### src/rtl/symbol_timing_ctrl.sv
// Morse key symbol timing controller: sequences four external timers to classify key presses
// into dots/dashes, detect illegal holds and emit end-of-character/word strobes.
// Optional word detection (GAP state, word timer, word_done_o) is enabled by defining MORSE_WORD_DETECT_EN.
module symbol_timing_ctrl #(
  parameter int MAX_SYMBOLS = 6
) (
  input  logic       clk,
  input  logic       reset,
  input  logic       key_i,
  output logic       dash_set_o,
  output logic       illegal_set_o,
  output logic       char_set_o,
  output logic       word_set_o,
  input  logic       dash_expired_i,
  input  logic       illegal_expired_i,
  input  logic       char_expired_i,
  input  logic       word_expired_i,
  output logic       sym_valid_o,
  output logic       sym_dash_o,
  output logic       sym_err_o,
  output logic       char_done_o,
  output logic       word_done_o,
  output logic [2:0] sym_count_o
);

  localparam logic [2:0] MAX_CNT_C = 3'(MAX_SYMBOLS);

  typedef enum logic [2:0] {
    S_IDLE     = 3'd0,
    S_MARK     = 3'd1,
    S_MARK_ERR = 3'd2,
`ifdef MORSE_WORD_DETECT_EN
    S_SPACE    = 3'd3,
    S_GAP      = 3'd4
`else
    S_SPACE    = 3'd3
`endif
  } state_t;

  state_t     r_state;
  logic       r_arm;
  logic [2:0] r_count;
  logic       r_sym_valid;
  logic       r_sym_dash;
  logic       r_sym_err;
  logic       r_char_done;
  logic       w_mark_set;
  logic       w_char_set;

  // Moore decode of the timer hold inputs from the state register
  always_comb begin
    w_mark_set = 1'b1;
    w_char_set = 1'b1;
    case (r_state)
      S_MARK:  w_mark_set = 1'b0;
      S_SPACE: w_char_set = 1'b0;
      default: begin
        w_mark_set = 1'b1;
        w_char_set = 1'b1;
      end
    endcase
  end

`ifdef MORSE_WORD_DETECT_EN
  logic r_word_done;
  logic w_word_set;

  // Word timer runs through the inter-symbol space and the inter-character gap
  always_comb begin
    w_word_set = 1'b1;
    case (r_state)
      S_SPACE: w_word_set = 1'b0;
      S_GAP:   w_word_set = 1'b0;
      default: w_word_set = 1'b1;
    endcase
  end

  assign word_set_o  = w_word_set;
  assign word_done_o = r_word_done;
`else
  logic w_unused_word_expired;
  assign w_unused_word_expired = word_expired_i;
  assign word_set_o  = 1'b1;
  assign word_done_o = 1'b0;
`endif

  // Main symbol/character FSM with registered strobes, counter and arm flag
  always_ff @(posedge clk) begin
    if (reset) begin
      r_state     <= S_IDLE;
      r_arm       <= 1'b0;
      r_count     <= 3'd0;
      r_sym_valid <= 1'b0;
      r_sym_dash  <= 1'b0;
      r_sym_err   <= 1'b0;
      r_char_done <= 1'b0;
`ifdef MORSE_WORD_DETECT_EN
      r_word_done <= 1'b0;
`endif
    end else begin
      r_sym_valid <= 1'b0;
      r_sym_err   <= 1'b0;
      r_char_done <= 1'b0;
`ifdef MORSE_WORD_DETECT_EN
      r_word_done <= 1'b0;
`endif
      // A press held through reset stays ignored until the key is seen released
      r_arm <= r_arm | ~key_i;
      case (r_state)
        S_IDLE: begin
          if (key_i && r_arm) begin
            r_state <= S_MARK;
            r_count <= 3'd0;
          end
        end
        S_MARK: begin
          if (illegal_expired_i) begin
            r_sym_err <= 1'b1;
            r_state   <= S_MARK_ERR;
          end else if (!key_i) begin
            if (r_count >= MAX_CNT_C) begin
              r_sym_err <= 1'b1;
              r_count   <= 3'd0;
              r_state   <= S_IDLE;
            end else begin
              r_sym_valid <= 1'b1;
              r_sym_dash  <= dash_expired_i;
              r_count     <= r_count + 3'd1;
              r_state     <= S_SPACE;
            end
          end
        end
        S_MARK_ERR: begin
          if (!key_i) begin
            r_count <= 3'd0;
            r_state <= S_IDLE;
          end
        end
        S_SPACE: begin
          if (char_expired_i) begin
            r_char_done <= 1'b1;
            if (key_i) begin
              r_count <= 3'd0;
              r_state <= S_MARK;
            end else begin
`ifdef MORSE_WORD_DETECT_EN
              r_state <= S_GAP;
`else
              r_state <= S_IDLE;
`endif
            end
          end else if (key_i) begin
            r_state <= S_MARK;
          end
        end
`ifdef MORSE_WORD_DETECT_EN
        S_GAP: begin
          if (word_expired_i) begin
            r_word_done <= 1'b1;
          end
          if (key_i) begin
            r_count <= 3'd0;
            r_state <= S_MARK;
          end else if (word_expired_i) begin
            r_state <= S_IDLE;
          end
        end
`endif
        default: begin
          r_count <= 3'd0;
          r_state <= S_IDLE;
        end
      endcase
    end
  end

  assign dash_set_o    = w_mark_set;
  assign illegal_set_o = w_mark_set;
  assign char_set_o    = w_char_set;
  assign sym_valid_o   = r_sym_valid;
  assign sym_dash_o    = r_sym_dash;
  assign sym_err_o     = r_sym_err;
  assign char_done_o   = r_char_done;
  assign sym_count_o   = r_count;

endmodule
### config.mk
export PLATFORM = sky130hd
export DESIGN_NAME = symbol_timing_ctrl
export DESIGN_NICKNAME = d
export VERILOG_FILES = /design/src/rtl/symbol_timing_ctrl.sv
export SDC_FILE = /design/constraint.sdc
export NUM_CORES = 1
export LEC_CHECK = 0
export BUFFER_PORTS_ARGS = -buffer_cell sky130_fd_sc_hd__buf_2
export CAP_MARGIN = 5
export CORE_MARGIN = 3
export CORE_UTILIZATION = 35
export CTS_CLUSTER_SIZE = 24
export DETAILED_ROUTE_END_ITERATION = 10
export PLACE_DENSITY_LB_ADDON = 0.08
export SLEW_MARGIN = 20
export SYNTH_ARGS = -nofsm -noshare
export SYNTH_HDL_FRONTEND = slang
export SYNTH_SLANG_ARGS = --single-unit
### constraint.sdc
create_clock -name clk -period 5.05 [get_ports clk]
set_input_delay 1.515 -clock clk [delete_from_list [all_inputs] [get_ports clk]]
set_output_delay 1.515 -clock clk [all_outputs]
set_load 0.01 [all_outputs]
==> impl_metrics.tcl, run 1 <==
set metrics [dict create \
    status "finished clean" \
    routed_wl_um 980 \
    yosysUniqueCellTypes 26 \
    gp_congestion 0.8087 \
    overflow 0 \
    seq_area_um2 200.2 \
    final-max-slew-violation-count 0 \
    core_um2 1334 \
    ctsLongestPathBuffers 2 \
    start_kind "input port" \
    critPathMaxFanout 8 \
    sequentialPowerShare_pct 47.5 \
    intPower_mw 0.1348 \
    drc 0 \
    portBuffers 15 \
    num_antenna_cells 0 \
    drtIter0Drc 8 \
    seq_area_frac_synth_pct 38.83 \
    start_util_pct 38.65 \
    dpl.hpwl_um 751.3 \
    hold_class "register to register" \
    ys_warn_count 0 \
    ys_top_cells_by_count "10 x dfxtp_1, 5 x a21oi_1, 5 x nand2b_1, 5 x o21ai_0" \
    synth-seq-cells 10 \
    clk_pin_slew_worst_paths_ns 0.07 \
    root_buffer "clkbuf_4" \
    synthCells 61 \
    syn_avg_cell_area_um2 8.451 \
    setup_violations 0 \
    postCtsSetupBuffers 0 \
    fill_cells 146 \
    vias 456 \
    drt_pre_antenna_iters 4 \
    critPathRequiredTime_ns 5.25 \
    path_class "input port to register" \
    p_leak_nw 0.2694 \
    fin_nets 85 \
    io-pin-count 19 \
    hold_path_end "r_arm$_SDFF_PP0_" \
    hp-start "r_arm$_SDFF_PP0_" \
    synth_most_common_cell "dfxtp_1" \
    cts_hold_buf 0 \
    cts.repair.resized 0 \
    synth_top_cell_area_share_pct 38.83 \
    layout-drive-gt1-share_pct 26.67 \
    synth_edf_count 0 \
    clkPwrFrac_pct 40.0 \
    syn_to_final_growth_pct 19.42 \
    timing.final.ws_setup_ns 2.200 \
    avgViaCountPerCell 5.067 \
    r2r_cells 3 \
    r2r_end "sym_count_o[2]$_SDFFE_PP0P_" \
    antenna_found_initial 0 \
    grt_util_all_layers_pct 12.13 \
    whs_path_depth 2 \
    grt_pass1_vias 400 \
    max-cap-violations 0 \
    fin_crit_ns 2.850 \
    arrival_ns 3.05 \
    finalCritPeriodShare_pct 56.43 \
    reg2reg_slack_ns 3.27 \
    rows 13 \
    vdd_drop_max_mv 0.1852 \
    synth_nets 70 \
    chipHeight_um 44.38 \
    die_width_um 44.38 \
    clock-sinks 10 \
    ys_async_sr_fraction_pct 0 \
    ys.flop_type "dfxtp_1" \
    grt_max_degree 13 \
    route.antenna.remaining_nets 0 \
    wl_per_cell_um 10.89 \
    setup_tns_ns 0 \
    cts_tree "yes" \
    place_ws_ns 1.914 \
    cts_max_level 1 \
    p_sw_mw 0.04249 \
    clk_latency_ns 0.26 \
    worstSetupEndpointType "register" \
    grt_pass1_wl_um 1697 \
    swShare_pct 23.97 \
    synth_top_area_cell "dfxtp_1" \
    power.density_nw_per_um2 288.0 \
    pwr-share-comb_pct 12.5 \
    clock_skew_ns 0.008483 \
    fmax_ghz 0.3509 \
    crit-reg2reg-launch "r_state[0]$_SDFFE_PP0P_" \
    finalHoldViolCount 0 \
    die_area_um2 1969 \
    rsz0062_at_grt "no" \
    syn_area_um2 515.5 \
    cts_made_buffers 3 \
    multi_input_comb_area_um2 274.0 \
    synth_area_leaders "dfxtp_1 39%, nand2b_1 6.1%, a21oi_1 4.9%" \
]
## final cells by class
cell class	instances	share of cell area (%)
sequential	10	32.52
timing repair buffer	15	12.20
clock buffer	4	5.894
multi-input combinational	43	44.51
tap	15	3.049
inverter	3	1.829
## worst max path at each step
stage                     cells after the start                           to               from  slack, ns
after global routing                          5  sym_count_o[2]$_SDFFE_PP0P_              key_i       2.11
after floorplan                               4  sym_count_o[2]$_SDFFE_PP0P_  illegal_expired_i       2.15
after detailed placement                      5  sym_count_o[2]$_SDFFE_PP0P_              key_i       1.91
after global placement                        5  sym_count_o[2]$_SDFFE_PP0P_              key_i       1.96
final                                         5  sym_count_o[2]$_SDFFE_PP0P_              key_i       2.20
after CTS                                     5  sym_count_o[2]$_SDFFE_PP0P_              key_i       2.20
## power groups by stage
| stage | clock network, mW | logic [mW] | registers, mW |
|---|---|---|---|
| floorplan | 0 | 0.0168 | 0.0860 |
| global placement | 0 | 0.0221 | 0.0861 |
| detailed placement | 0 | 0.0222 | 0.0861 |
| CTS | 0.0736 | 0.0223 | 0.0842 |
| global route | 0.0782 | 0.0258 | 0.0847 |
| finish | 0.0709 | 0.0221 | 0.0842 |
## registers in the layout, summed over array words and instances (netlist names)
signal / cells
sym_count_o: 3
r_state: 2
char_done_o: 1
r_arm: 1
sym_dash_o: 1
sym_err_o: 1
sym_valid_o: 1
## worst max-delay path: stages
cell     delay, ns
buf_2         0.14
or2_0         0.20
mux4_2        0.51
or4b_1        0.52
a21oi_1       0.16
## routing by layer
layer / up-vias / share of wire, % / global-route usage (%)
met3: 2 / 9.3 / 6.504
met2: 18 / 42 / 17.73
li1: 235 / - / -
met4: 0 / 1.7 / 5.422
met5: - / 0 / 0
met1: 201 / 47 / 14.60
## logic make-up after synthesis
family / share of synthesized area (%)
adder cells (fa/ha/maj): 4.854
other: 1.457
AND/OR/NAND/NOR: 25.00
multiplexers: 6.310
AO/OA/AOI/OAI: 15.53
flip-flops: 38.83
buffers and inverters: 8.010
## cells in the final DEF, fill, tap and decap left out
cell type,synthesis,routed
conb_1,2,2
a21oi_1,5,5
nor2_1,4,4
and2_0,1,1
mux4_2,1,1
or4_1,1,1
nor2b_1,1,1
or3_1,1,1
ha_1,2,2
clkbuf_4,0,3
a211oi_1,1,1
o21bai_1,1,1
buf_2,0,15
nand2b_1,5,5
mux2i_1,1,1
nor3b_1,1,1
or4b_1,1,1
nand3b_1,1,1
o21ai_0,5,5
nor3_1,2,2
nand2_1,4,4
o21a_1,1,1
inv_1,3,3
or2_0,1,1
dfxtp_1,10,10
o31ai_1,1,1
clkbuf_8,0,1
## stage by stage
stage / hold slack (ns) / std cells / power [mW] / util, % / instance area (um^2)
global placement: 0.4395 / 86 / 0.1081 / 43.43 / 579.3
finish: 0.4505 / 90 / 0.1773 / 46.15 / 615.6
CTS: 0.4528 / 90 / 0.1801 / 46.15 / 615.6
global route: 0.4907 / 90 / 0.1886 / 46.15 / 615.6
floorplan: 0.4301 / 61 / 0.1027 / - / 515.5
detailed placement: 0.4431 / 86 / 0.1082 / 43.43 / 579.3
Power figures use the tool's default switching activity.
==> inputs of run 2 (changes only) <==
clock period = 2.45 ns   (was 5.05 ns; I/O delays follow)
==> run 2 against run 1 <==
  * Utilization decreased by 1.0 points
  * Critical path depth unchanged
  * Non-clock buffer count unchanged
  * Total power increased by 85%
  * Largest cell class unchanged
==> impl_metrics.tcl, run 2 (same netlist as run 1, synthesis figures left out) <==
set metrics [dict create \
    cts_max_level 1 \
    fill_cells 146 \
    num_antenna_cells 0 \
    cts_hold_buf 0 \
    fmax_ghz 0.4836 \
    crit-reg2reg-launch "r_state[0]$_SDFFE_PP0P_" \
    grt_pass1_vias 394 \
    cts_made_buffers 3 \
    power.density_nw_per_um2 545.7 \
    route.antenna.remaining_nets 0 \
    p_leak_nw 0.2622 \
    io-pin-count 19 \
    critPathRequiredTime_ns 2.64 \
    overflow 0 \
    cp-endpoint "sym_count_o[2]$_SDFFE_PP0P_" \
    status "finished clean" \
    core_um2 1334 \
    clock-sinks 10 \
    cts.repair.resized 0 \
    rows 13 \
    rsz0062_at_grt "no" \
    vdd_drop_max_mv 0.2914 \
    start_kind "input port" \
    r2r_cells 3 \
    dp.cells 86 \
    max-cap-violations 0 \
    fin_cells 89 \
    startpoint "key_i" \
    grt_max_degree 13 \
    layout-drive-gt1-share_pct 25.68 \
    hp-start "r_arm$_SDFF_PP0_" \
    most-common-layout-cells "15 x buf_2, 10 x dfxtp_1, 5 x nand2b_1, 5 x a21oi_1, 5 x o21ai_0" \
    hold_class "register to register" \
    grt_pass1_wl_um 1656 \
    clock_skew_ns 0.003585 \
    finish.utilization_pct 45.12 \
    cts_tree "yes" \
    final-max-slew-violation-count 0 \
    portBuffers 15 \
    wl_per_cell_um 10.79 \
    ctsLongestPathBuffers 2 \
    finalHoldViolCount 0 \
    drtIter0Drc 14 \
    finalCritPeriodShare_pct 84.41 \
    grt_util_all_layers_pct 11.80 \
    start_util_pct 38.65 \
    final_common_cell "buf_2" \
    die_area_um2 1969 \
    syn_to_final_growth_pct 16.75 \
    reg2reg_slack_ns 0.68 \
    worstSetupEndpointType "register" \
    fin_crit_ns 2.068 \
    chipHeight_um 44.38 \
    routed_wl_um 960 \
    vias 449 \
    postCtsSetupBuffers 0 \
    drc 0 \
    arrival_ns 2.25 \
    avgViaCountPerCell 5.045 \
    r2r_end "sym_count_o[2]$_SDFFE_PP0P_" \
    fin_nets 85 \
    clk_latency_ns 0.26 \
    largest_reg_flops 3 \
    setup_tns_ns 0 \
    gp_congestion 0.7959 \
    path_class "input port to register" \
    critPathMaxFanout 8 \
    antenna_found_initial 0 \
    setup_violations 0 \
    clk_pin_slew_worst_paths_ns 0.06 \
    root_buffer "clkbuf_4" \
    dpl.hpwl_um 746.8 \
    drt_pre_antenna_iters 4 \
    die_width_um 44.38 \
]
-- run 2: worst min-delay path by stage --
stage | endpoint | cells after the start
floorplan | r_arm$_SDFF_PP0_ | 2
global placement | r_arm$_SDFF_PP0_ | 2
detailed placement | r_arm$_SDFF_PP0_ | 2
CTS | r_arm$_SDFF_PP0_ | 2
global route | r_arm$_SDFF_PP0_ | 2
finish | r_arm$_SDFF_PP0_ | 2
-- run 2: per-layer routing --
layer,GRT usage [%],up-vias,part of all wire (%)
met3,6.504,2,9.4
met4,5.422,0,1.0
met1,13.37,203,47
met2,18.02,16,43
li1,-,228,-
met5,0,-,0
-- run 2: final cells by class --
class                           instances  area (um^2)  share of cell area (%)
Multi-Input combinational cell         43        274.0                   45.53
Sequential cell                        10        200.2                   33.26
Timing Repair Buffer                   15        75.07                   12.47
Clock buffer                            3        22.52                   3.742
Tap cell                               15        18.77                   3.119
Inverter                                3        11.26                   1.871
-- run 2: critical path: stages --
cell	delay, ns
buf_2	0.14
or2_0	0.19
mux4_2	0.51
or4b_1	0.52
a21oi_1	0.17
-- run 2: per-stage QoR --
stage,instance area [um^2],setup slack [ns],total power [mW],hold WS [ns]
floorplan,515.5,0.3300,0.2118,0.4301
global placement,579.3,0.1506,0.2228,0.4396
detailed placement,579.3,0.1050,0.2229,0.4432
CTS,601.8,0.3815,0.3341,0.4531
global route,601.8,0.3125,0.3482,0.4896
finish,601.8,0.3820,0.3284,0.4530
-- run 2: where the power goes --
group | internal, mW | total [mW] | switching, mW | leakage [nW]
Combinational | 0.0197 | 0.0452 | 0.0256 | 0.167
Sequential | 0.168 | 0.174 | 0.00546 | 0.0812
Clock | 0.0566 | 0.110 | 0.0529 | 0.0138
==> inputs of run 3 (changes only) <==
clock period = 1.9 ns   (was 2.45 ns; I/O delays follow)
==> run 3 against run 2 <==
  * Via count rose by 2.7%
  * Combinational power rose by 60%
  * Global-route usage rose by 0.68 points
  * Sequential share of layout area fell by 2.4 points
  * Highest routed layer unchanged
  * Worst hold slack got worse by 0.0016 ns
  * Sequential power rose by 28%
  * Non-clock buffer count rose by 3
  * Routed wire length rose by 7.9%
  * Clock skew rose by 0.0050 ns
==> impl_metrics.tcl, run 3 (same netlist as run 1, synthesis figures left out) <==
set metrics [dict create \
    drc 0 \
    most-common-layout-cells "13 x buf_2, 10 x dfxtp_1, 5 x nand2b_1, 5 x o21ai_0" \
    fmax_ghz 0.5376 \
    power.density_nw_per_um2 675.3 \
    clock_skew_ns 0.008556 \
    worstSetupEndpointType "register" \
    start_kind "input port" \
    die_width_um 44.38 \
    layout-drive-gt1-share_pct 32.47 \
    cts_made_buffers 3 \
    root_buffer "clkbuf_4" \
    chipHeight_um 44.38 \
    critPathRequiredTime_ns 2.10 \
    drtIter0Drc 9 \
    max-cap-violations 0 \
    grt_max_degree 13 \
    vdd_drop_max_mv 0.4492 \
    final-max-slew-violation-count 0 \
    fin_nets 88 \
    hold_class "register to register" \
    portBuffers 15 \
    p_leak_nw 0.2842 \
    rows 13 \
    io-pin-count 19 \
    core_um2 1334 \
    ctsLongestPathBuffers 2 \
    finalHoldViolCount 0 \
    path_class "input port to register" \
    overflow 0 \
    cts_max_level 1 \
    holdWs_ns 0.4514 \
    start_util_pct 38.65 \
    critPathMaxFanout 6 \
    final_common_cell "buf_2" \
    avgViaCountPerCell 5.011 \
    clk_pin_slew_worst_paths_ns 0.07 \
    power.total_mw 0.4386 \
    setup_violations 0 \
    hp-start "r_arm$_SDFF_PP0_" \
    num_antenna_cells 0 \
    fin_crit_ns 1.860 \
    clock-sinks 10 \
    rsz0062_at_grt "no" \
    largest_reg_flops 3 \
    grt_pass1_vias 400 \
    startpoint "illegal_expired_i" \
    antenna_found_initial 0 \
    dpl.hpwl_um 754.8 \
    gp_congestion 0.7895 \
    vias 461 \
    route.antenna.remaining_nets 0 \
    cts_tree "yes" \
    grt_util_all_layers_pct 12.48 \
    die_area_um2 1969 \
    drt_pre_antenna_iters 3 \
    crit-reg2reg-launch "r_state[0]$_SDFFE_PP0P_" \
    clk_latency_ns 0.27 \
    syn_to_final_growth_pct 25.97 \
    status "finished clean" \
    wl_per_cell_um 11.26 \
    finalCritPeriodShare_pct 97.90 \
    whs_path_depth 2 \
    arrival_ns 2.06 \
    r2r_cells 3 \
    routed_wl_um 1036 \
    grt_pass1_wl_um 1704 \
]
-- run 3: path summary, 6_finish.rpt --
kind,end,slack (ns)
hold / removal,r_arm$_SDFF_PP0_,0.45
hold reg to reg,r_arm$_SDFF_PP0_,0.45
setup / recovery,sym_count_o[2]$_SDFFE_PP0P_,0.04
setup reg to reg,sym_count_o[2]$_SDFFE_PP0P_,0.24
-- run 3: power breakdown --
part	internal [mW]	leakage, nW	total, mW	switching, mW
registers	0.217	0.0812	0.222	0.00537
clock network	0.0730	0.0138	0.144	0.0710
logic	0.0350	0.189	0.0724	0.0374
total	0.325	0.284	0.439	0.114
-- run 3: critical path, stage by stage --
cell	delay, ns
buf_6	0.10
or2_0	0.21
mux4_2	0.52
or4b_4	0.54
a21oi_2	0.13
-- run 3: layout make-up --
class | instances | area (um^2)
timing repair buffer | 18 | 110.1
fill | 130 | 684.4
inverter | 3 | 11.26
tap | 15 | 18.77
clock buffer | 3 | 22.52
multi-input combinational | 43 | 286.5
sequential | 10 | 200.2
-- run 3: per-layer routing --
metal | global-route usage, % | share of wire [%] | vias to the layer above
li1 | - | - | 236
met1 | 14.14 | 45 | 205
met2 | 18.90 | 45 | 16
met3 | 6.098 | 8.1 | 4
met4 | 7.229 | 1.7 | 0
met5 | 0 | 0 | -
-- run 3: timing repair --
item | in CTS | in global routing
setup buffers | 0 | 0
gates resized for setup | 2 | 6
pin swaps | 1 | 0
hold buffers | 0 | 0
endpoints found under the setup margin | 1 | 3
-- run 3: through the flow --
stage          worst slack [ns]  cell area (um^2)  std cells  TNS (ns)  util [%]
3_5_place_dp            -0.2830             601.8         89    -1.089     45.12
5_1_grt                0.001770             649.4         92         0     48.69
3_3_place_gp            -0.2330             601.8         89   -0.9596     45.12
6_report                0.03995             649.4         92         0     48.69
4_1_cts                 0.01617             631.9         92         0     47.37
2_1_floorplan          -0.05341             515.5         61  -0.07966         -
